--- src/rtl/mem_rd_ctrl.sv ---
// Register-bank read/write controller: one-hot write enables, chip-selects onto a
// shared tri-state read bus, response handshake. Define MEM_RD_PARITY_EN to add rsp_par.
module mem_rd_ctrl #(
  parameter int NrOfBits = 8,
  parameter int AddrBits = 3
) (
  input  logic                     Clock,
  input  logic                     Reset,
  input  logic                     Tick,
  input  logic                     rd_req,
  input  logic                     wr_req,
  input  logic [AddrBits-1:0]      addr,
  input  logic [NrOfBits-1:0]      wr_data,
  output logic                     req_ack,
  output logic [(2**AddrBits)-1:0] reg_ce,
  output logic [(2**AddrBits)-1:0] reg_cs,
  output logic [NrOfBits-1:0]      bus_d,
  input  logic [NrOfBits-1:0]      bus_q,
  output logic                     rsp_valid,
  input  logic                     rsp_ready,
  output logic [NrOfBits-1:0]      rsp_data
`ifdef MEM_RD_PARITY_EN
  ,
  output logic                     rsp_par
`endif
);
  localparam int N = 2**AddrBits;
  localparam logic [N-1:0] ONE = 1;

  typedef enum logic [2:0] {IDLE, WRITE, DRIVE, CAPTURE, RESP} state_t;

  state_t              state;
  logic [AddrBits-1:0] addr_q;
  logic                ack_q;
  logic [N-1:0]        sel;

  assign sel = ONE << addr_q;

  // The ack pulse is only meaningful in an enabled cycle; masking keeps it low
  // while Tick=0 without losing it before the requester can see it.
  assign req_ack = ack_q & Tick;

  always_ff @(posedge Clock) begin
    if (Reset) begin
      state     <= IDLE;
      addr_q    <= '0;
      ack_q     <= 1'b0;
      reg_ce    <= '0;
      reg_cs    <= '1;
      bus_d     <= '0;
      rsp_valid <= 1'b0;
      rsp_data  <= '0;
`ifdef MEM_RD_PARITY_EN
      rsp_par   <= 1'b0;
`endif
    end else if (Tick) begin
      ack_q <= 1'b0;
      case (state)
        IDLE: begin
          reg_ce <= '0;
          reg_cs <= '1;
          if (wr_req) begin
            ack_q  <= 1'b1;
            addr_q <= addr;
            bus_d  <= wr_data;
            state  <= WRITE;
          end else if (rd_req) begin
            ack_q  <= 1'b1;
            addr_q <= addr;
            state  <= DRIVE;
          end
        end
        WRITE: begin
          reg_ce <= sel;
          state  <= IDLE;
        end
        DRIVE: begin
          reg_cs <= ~sel;
          state  <= CAPTURE;
        end
        CAPTURE: begin
          // bus_q has been driven for a full cycle by the selected register
          rsp_data <= bus_q;
`ifdef MEM_RD_PARITY_EN
          rsp_par  <= ^bus_q;
`endif
          state    <= RESP;
        end
        RESP: begin
          reg_cs <= '1;
          if (rsp_valid && rsp_ready) begin
            rsp_valid <= 1'b0;
            state     <= IDLE;
          end else begin
            rsp_valid <= 1'b1;
          end
        end
        default: state <= IDLE;
      endcase
    end
  end
endmodule
--- config.mk ---
export PLATFORM = sky130hd
export DESIGN_NAME = mem_rd_ctrl
export DESIGN_NICKNAME = d
export VERILOG_FILES = /design/src/rtl/mem_rd_ctrl.sv
export SDC_FILE = /design/constraint.sdc
export NUM_CORES = 1
export LEC_CHECK = 0
export CORE_UTILIZATION = 25
export DETAILED_ROUTE_END_ITERATION = 10
export GPL_ROUTABILITY_DRIVEN = 0
export SYNTH_ARGS = -nofsm -noshare
export SYNTH_HDL_FRONTEND = slang
export SYNTH_SLANG_ARGS = --single-unit
export TNS_END_PERCENT = 50
--- constraint.sdc ---
create_clock -name Clock -period 3 [get_ports Clock]
set_input_delay 0.6 -clock Clock [delete_from_list [all_inputs] [get_ports Clock]]
set_output_delay 0.6 -clock Clock [all_outputs]
set_load 0.02 [all_outputs]
==> impl_metrics.toml, run 1 <==
[status]
status = "complete, no violations"

[global_routing]
antenna_found_initial = 0
grt-ovfl-total = 0
grt_max_degree = 52
grt_pass1_vias = 1494
grt_pass1_wl_mm = 6.73
grt_use_total_pct = 11.7

[sta]
worst_slew_pin_slew_ns = 0.662
slew_viol_final = 0
finalSetupViolCount = 0
rsz0062_at_grt = "no"
skew_ns = 0.0115
fin_crit_ns = 2.43
fin_crit_sh_pct = 81.0
max_freq_ghz = 0.411
tns_ns = 0
relSlewSlack_pct = 55.8
report.final.hold_viol_count = 0

[clock_tree]
worstSkewPairLatency_ns = 0.30
clock_path_buffers = 2
htreeDepth = 2
ctsHoldBuffers = 0
postCtsSetupBuffers = 0
clock_sinks = 40
cts_tree = "yes"
clock-root-buffer = "clkbuf_8"
cts.clk_slew.worst_paths_ns = 0.07
numCtsBuffers = 5
cts_resized = 0

[setup_path]
r2r_slack_ns = 1.39
crit_path_frequent_cell = "clkdlybuf4s50_1"
worstSetupStartpointType = "input pin"
end_kind = "output pin"
path_class = "input pin to output pin"
slowest_stage = "clkdlybuf4s50_1"
critPathBufInv = 2
cp.arrival_ns = 1.83
path_delay_family = "buffers and inverters"
crit_path_cell_trace = "clkdlybuf4s50_1 > and2_1 > clkdlybuf4s50_1"
crit_start = "Tick"
required_ns = 2.40
reg2reg_from = "state[0]"
critical_path_depth = 3
r2r_end = "rsp_data[2]"
crit_path_max_incr_delay_ns = 0.62
path_max_fanout = 2
r2r_cells = 3
cp-endpoint = "req_ack"

[die]
initial_core_util_pct = 26.1
fp-row-count = 30
die_area_mm2 = 0.00747
die_height_um = 86.4
io_pins = 59
die_w_um = 86.4
core_mm2 = 0.00683

[power_and_ir_drop]
vdd_ir_drop_max_mv = 0.194
total_power_w = 0.00131
p_comb_share_pct = 10.5
static-leakage-power_nw = 0.930
p_clk_share_pct = 46.6
power.switching_w = 0.000274
internal_power_w = 0.00104
p_sw_share_pct = 20.9
p_per_area_mw_per_mm2 = 504
pwr-share-seq_pct = 43.0

[synth]
synthCells = 200
synth-seq-cells = 40
yosys.area.top_type_share_pct = 44.9
syn_area_per_cell_um2 = 8.91
ys_seq_area_share_pct = 44.9
syn_area_mm2 = 0.00178
synth.area.top_cells = "dfxtp_1 45%, nand2b_1 7.7%, a21oi_1 7.6%, mux2i_1 6.2%, nand2_1 5.9%"
ys.warnings.count = 0
synth_top_cell_by_area = "dfxtp_1"
synth_nets = 225
synth_cell_type_count = 34

[detailed_routing]
drt_iter0_markers = 66
wl_mm = 4.06
wl_per_cell_um = 11.6
num_vias = 1527
firstDrtPassIters = 4
drc_errors = 0
avgViaCountPerCell = 4.35
ant_nets = 0

[layout]
area_growth_pct = 45.9
drive_gt1_share_pct = 7.45
seqCellArea_um2 = 801
final.fill_count = 711
layout_common_cells = "58 x clkdlybuf4s50_1, 40 x dfxtp_1, 28 x nand2_1, 27 x a21oi_1, 22 x nand2b_1"
final_common_cell = "clkdlybuf4s50_1"
multi_input_area_um2 = 908
antenna_cells = 0
finalNetCount = 279
postLayoutCellArea_mm2 = 0.00260

[placement]
place_area_mm2 = 0.00244
port_buffers = 58
dp_hpwl_mm = 2.81

[min_path]
hp-class = "register to register"

[flow_run]
drv_cap = 0
## cells by family after synthesis
| kind of cell | after synthesis | share of synthesized area, % |
|---|---|---|
| buf+inv | 16 | 4.07 |
| flops | 40 | 44.9 |
| simple gates | 91 | 30.7 |
| mux | 11 | 6.18 |
| compound gates | 42 | 14.1 |
## per-stage QoR
step           utilization (%)  worst slack [ns]  std cells  hold slack [ns]
6_report                  38.0             0.570        351            0.455
5_1_grt                   38.0             0.526        351            0.479
4_1_cts                   38.0             0.548        351            0.459
3_5_place_dp              35.7             0.553        343            0.448
3_3_place_gp              35.7             0.567        343            0.441
2_1_floorplan                -              1.41        200            0.478
## registers in the layout (all words and copies together), names as in the netlist
register / cells
bus_d: 8
reg_ce: 8
reg_cs: 8
rsp_data: 8
addr_q: 3
state: 3
ack_q: 1
rsp_valid: 1
## synth_stat cells
cell and count:
nand4_1 4, and4bb_2 1, nand4bb_1 1, inv_1 2, and2_1 2, nand2b_2 1
nor4_4 2, nor2_1 6, nor2b_1 5, dfxtp_1 40, and3_1 4, and4b_1 1
buf_2 4, a31oi_1 1, nor3b_1 3, mux2i_1 11, nand4b_1 1, a2111oi_2 1
a21o_1 1, o21ai_0 2, buf_6 1, nor4_1 2, nor3_1 1, or3b_2 1
nand2b_1 22, nand3_1 4, o21ba_2 1, clkbuf_1 9, nor3b_4 1, a211oi_1 1
o21bai_1 8, or3_1 1, a21oi_1 27, nand2_1 28
## how the worst min path moves through the flow
| stage | start | endpoint | slack, ns | depth (start not counted) |
|---|---|---|---|---|
| 6_report | reg_ce[1] | reg_ce[1] | 0.46 | 2 |
| 5_1_grt | rsp_data[1] | rsp_data[1] | 0.48 | 2 |
| 4_1_cts | rsp_data[6] | rsp_data[6] | 0.46 | 2 |
| 3_5_place_dp | rsp_data[6] | rsp_data[6] | 0.45 | 2 |
| 3_3_place_gp | reg_ce[1] | reg_ce[1] | 0.44 | 2 |
| 2_1_floorplan | addr_q[1] | addr_q[1] | 0.48 | 2 |
## power groups by stage
stage                     clock [W]  sequential (W)  combinational, W
final                      0.000610        0.000563          0.000137
after global routing       0.000662        0.000566          0.000149
after CTS                  0.000628        0.000563          0.000139
after detailed placement          0        0.000575          0.000138
after global placement            0        0.000575          0.000137
after floorplan                   0        0.000573         0.0000769
## tightest hold or removal path, stage by stage (launching register included)
cell,delay (ns)
dfxtp_1,0.31
nand2_1,0.05
a21oi_1,0.05
## final cells by class
class	count	share of cell area, %
clock buffer	5	2.65
clock inverter	3	3.47
inverter	2	0.289
multi-input combinational	144	35.0
sequential	40	30.8
tap	96	4.62
timing repair buffer	61	23.2
## per-layer routing
metal / track usage [%] / vias to the layer above / wire length (um)
li1: - / 795 / -
met3: 3.71 / 6 / 224
met2: 19.1 / 36 / 1820
met5: 0 / - / 0
met4: 5.45 / 0 / 82
met1: 14.0 / 690 / 1930
Note: power is estimated with default switching activity, not from simulation.
==> inputs of run 2 (changes only) <==
clock period = 2.3 ns   (was 3 ns; I/O delays follow)
==> run 2 against run 1 <==
Global-route usage is 0.37 points higher. Die area stayed put. Flip-flop and latch count stayed put. Final area is 2.4% lower.
==> impl_metrics.toml, run 2 (synthesized netlist as in run 1, its figures left out) <==
[sta]
fin_crit_sh_pct = 93.0
fin_ws_ns = 0.162
report.final.hold_viol_count = 0
fin_crit_ns = 2.14
relSlewSlack_pct = 56.1
skew_ns = 0.00373
max_freq_ghz = 0.468
rsz0062_at_grt = "no"
worst_slew_pin_slew_ns = 0.658
finalSetupViolCount = 0
tns_ns = 0
slew_viol_final = 0

[clock_tree]
numCtsBuffers = 5
worstSkewPairLatency_ns = 0.28
cts_resized = 0
cts.clk_slew.worst_paths_ns = 0.08
postCtsSetupBuffers = 0
ctsHoldBuffers = 0
clock-root-buffer = "clkbuf_8"
clock_path_buffers = 2
cts_tree = "yes"
clock_sinks = 40
htreeDepth = 2

[power_and_ir_drop]
p_clk_share_pct = 32.3
power.switching_w = 0.000336
p_comb_share_pct = 13.5
pwr-share-seq_pct = 54.2
p_per_area_mw_per_mm2 = 534
internal_power_w = 0.00102
p_sw_share_pct = 24.8
static-leakage-power_nw = 0.902
vdd_ir_drop_max_mv = 0.208
total_power_w = 0.00135

[setup_path]
path_class = "input pin to output pin"
end_kind = "output pin"
r2r_cells = 3
path_max_fanout = 2
required_ns = 1.84
cp.arrival_ns = 1.68
worstSetupStartpointType = "input pin"

[layout]
final.fill_count = 720
finalNetCount = 280
antenna_cells = 0
final_common_cell = "clkdlybuf4s50_1"
multi_input_area_um2 = 908
area_growth_pct = 42.4
seqCellArea_um2 = 801
drive_gt1_share_pct = 7.06
layout_common_cells = "58 x clkdlybuf4s50_1, 40 x dfxtp_1, 28 x nand2_1, 27 x a21oi_1, 22 x nand2b_1"

[global_routing]
antenna_found_initial = 0
grt-ovfl-total = 0
grt_pass1_wl_mm = 7.05
grt_use_total_pct = 12.1
grt_max_degree = 52
grt_pass1_vias = 1531

[placement]
dp_hpwl_mm = 2.86
port_buffers = 58
place_ws_ns = 0.159

[detailed_routing]
avgViaCountPerCell = 4.30
num_vias = 1511
drc_errors = 0
wl_mm = 4.08
drt_iter0_markers = 69
ant_nets = 0
firstDrtPassIters = 4
wl_per_cell_um = 11.6

[die]
die_height_um = 86.4
fp-row-count = 30
die_w_um = 86.4
initial_core_util_pct = 26.1
io_pins = 59
die_area_mm2 = 0.00747
core_mm2 = 0.00683

[min_path]
hp-class = "register to register"
hold_depth = 2

[flow_run]
drv_cap = 0

[status]
status = "complete, no violations"
## run 2: layout make-up
type	instances	area share, %
clock buffers	6	2.86
clock inverters	1	0.197
repair buffers	62	24.6
flip-flops and latches	40	31.6
multi-input cells	144	35.8
well taps	96	4.73
inverters	2	0.296
## run 2: worst paths after layout
path	from	to	slack (ns)
max	Tick	req_ack	0.16
max reg2reg	state[0]	rsp_data[4]	0.72
min reg2reg	rsp_data[3]	rsp_data[3]	0.46
min	rsp_data[3]	rsp_data[3]	0.46
## run 2: metrics by stage
step	hold WS, ns	cell area [um^2]	std cells	utilization, %
floorplan	0.478	1780	200	-
global placement	0.443	2460	344	36.0
CTS	0.460	2540	351	37.1
finish	0.456	2540	351	37.1
global route	0.489	2540	351	37.1
detailed placement	0.449	2460	344	36.0
## run 2: worst max-delay path, cell delays in order
cell and delay (ns):
clkdlybuf4s50_1 0.47, and2_1 0.12, clkdlybuf4s50_1 0.62
## run 2: metal layers
| metal | vias up | part of all wire (%) | track usage (%) |
|---|---|---|---|
| met5 | - | 0 | 0 |
| met4 | 0 | 1.7 | 5.91 |
| met1 | 680 | 50 | 15.6 |
| met3 | 4 | 4.4 | 2.57 |
| li1 | 795 | - | - |
| met2 | 32 | 43 | 19.1 |
## run 2: power groups by stage
stage | clock [W] | combinational [W] | sequential [W]
floorplan | 0 | 0.000100 | 0.000748
global placement | 0 | 0.000183 | 0.000750
detailed placement | 0 | 0.000185 | 0.000750
CTS | 0.000460 | 0.000186 | 0.000734
global route | 0.000489 | 0.000201 | 0.000738
finish | 0.000437 | 0.000183 | 0.000734
==> inputs of run 3 (changes only) <==
CTS_CLUSTER_DIAMETER = 100   (was unset)
==> results of run 3 <==
The final DEF is identical to that of run 2; final timing and power are the same.
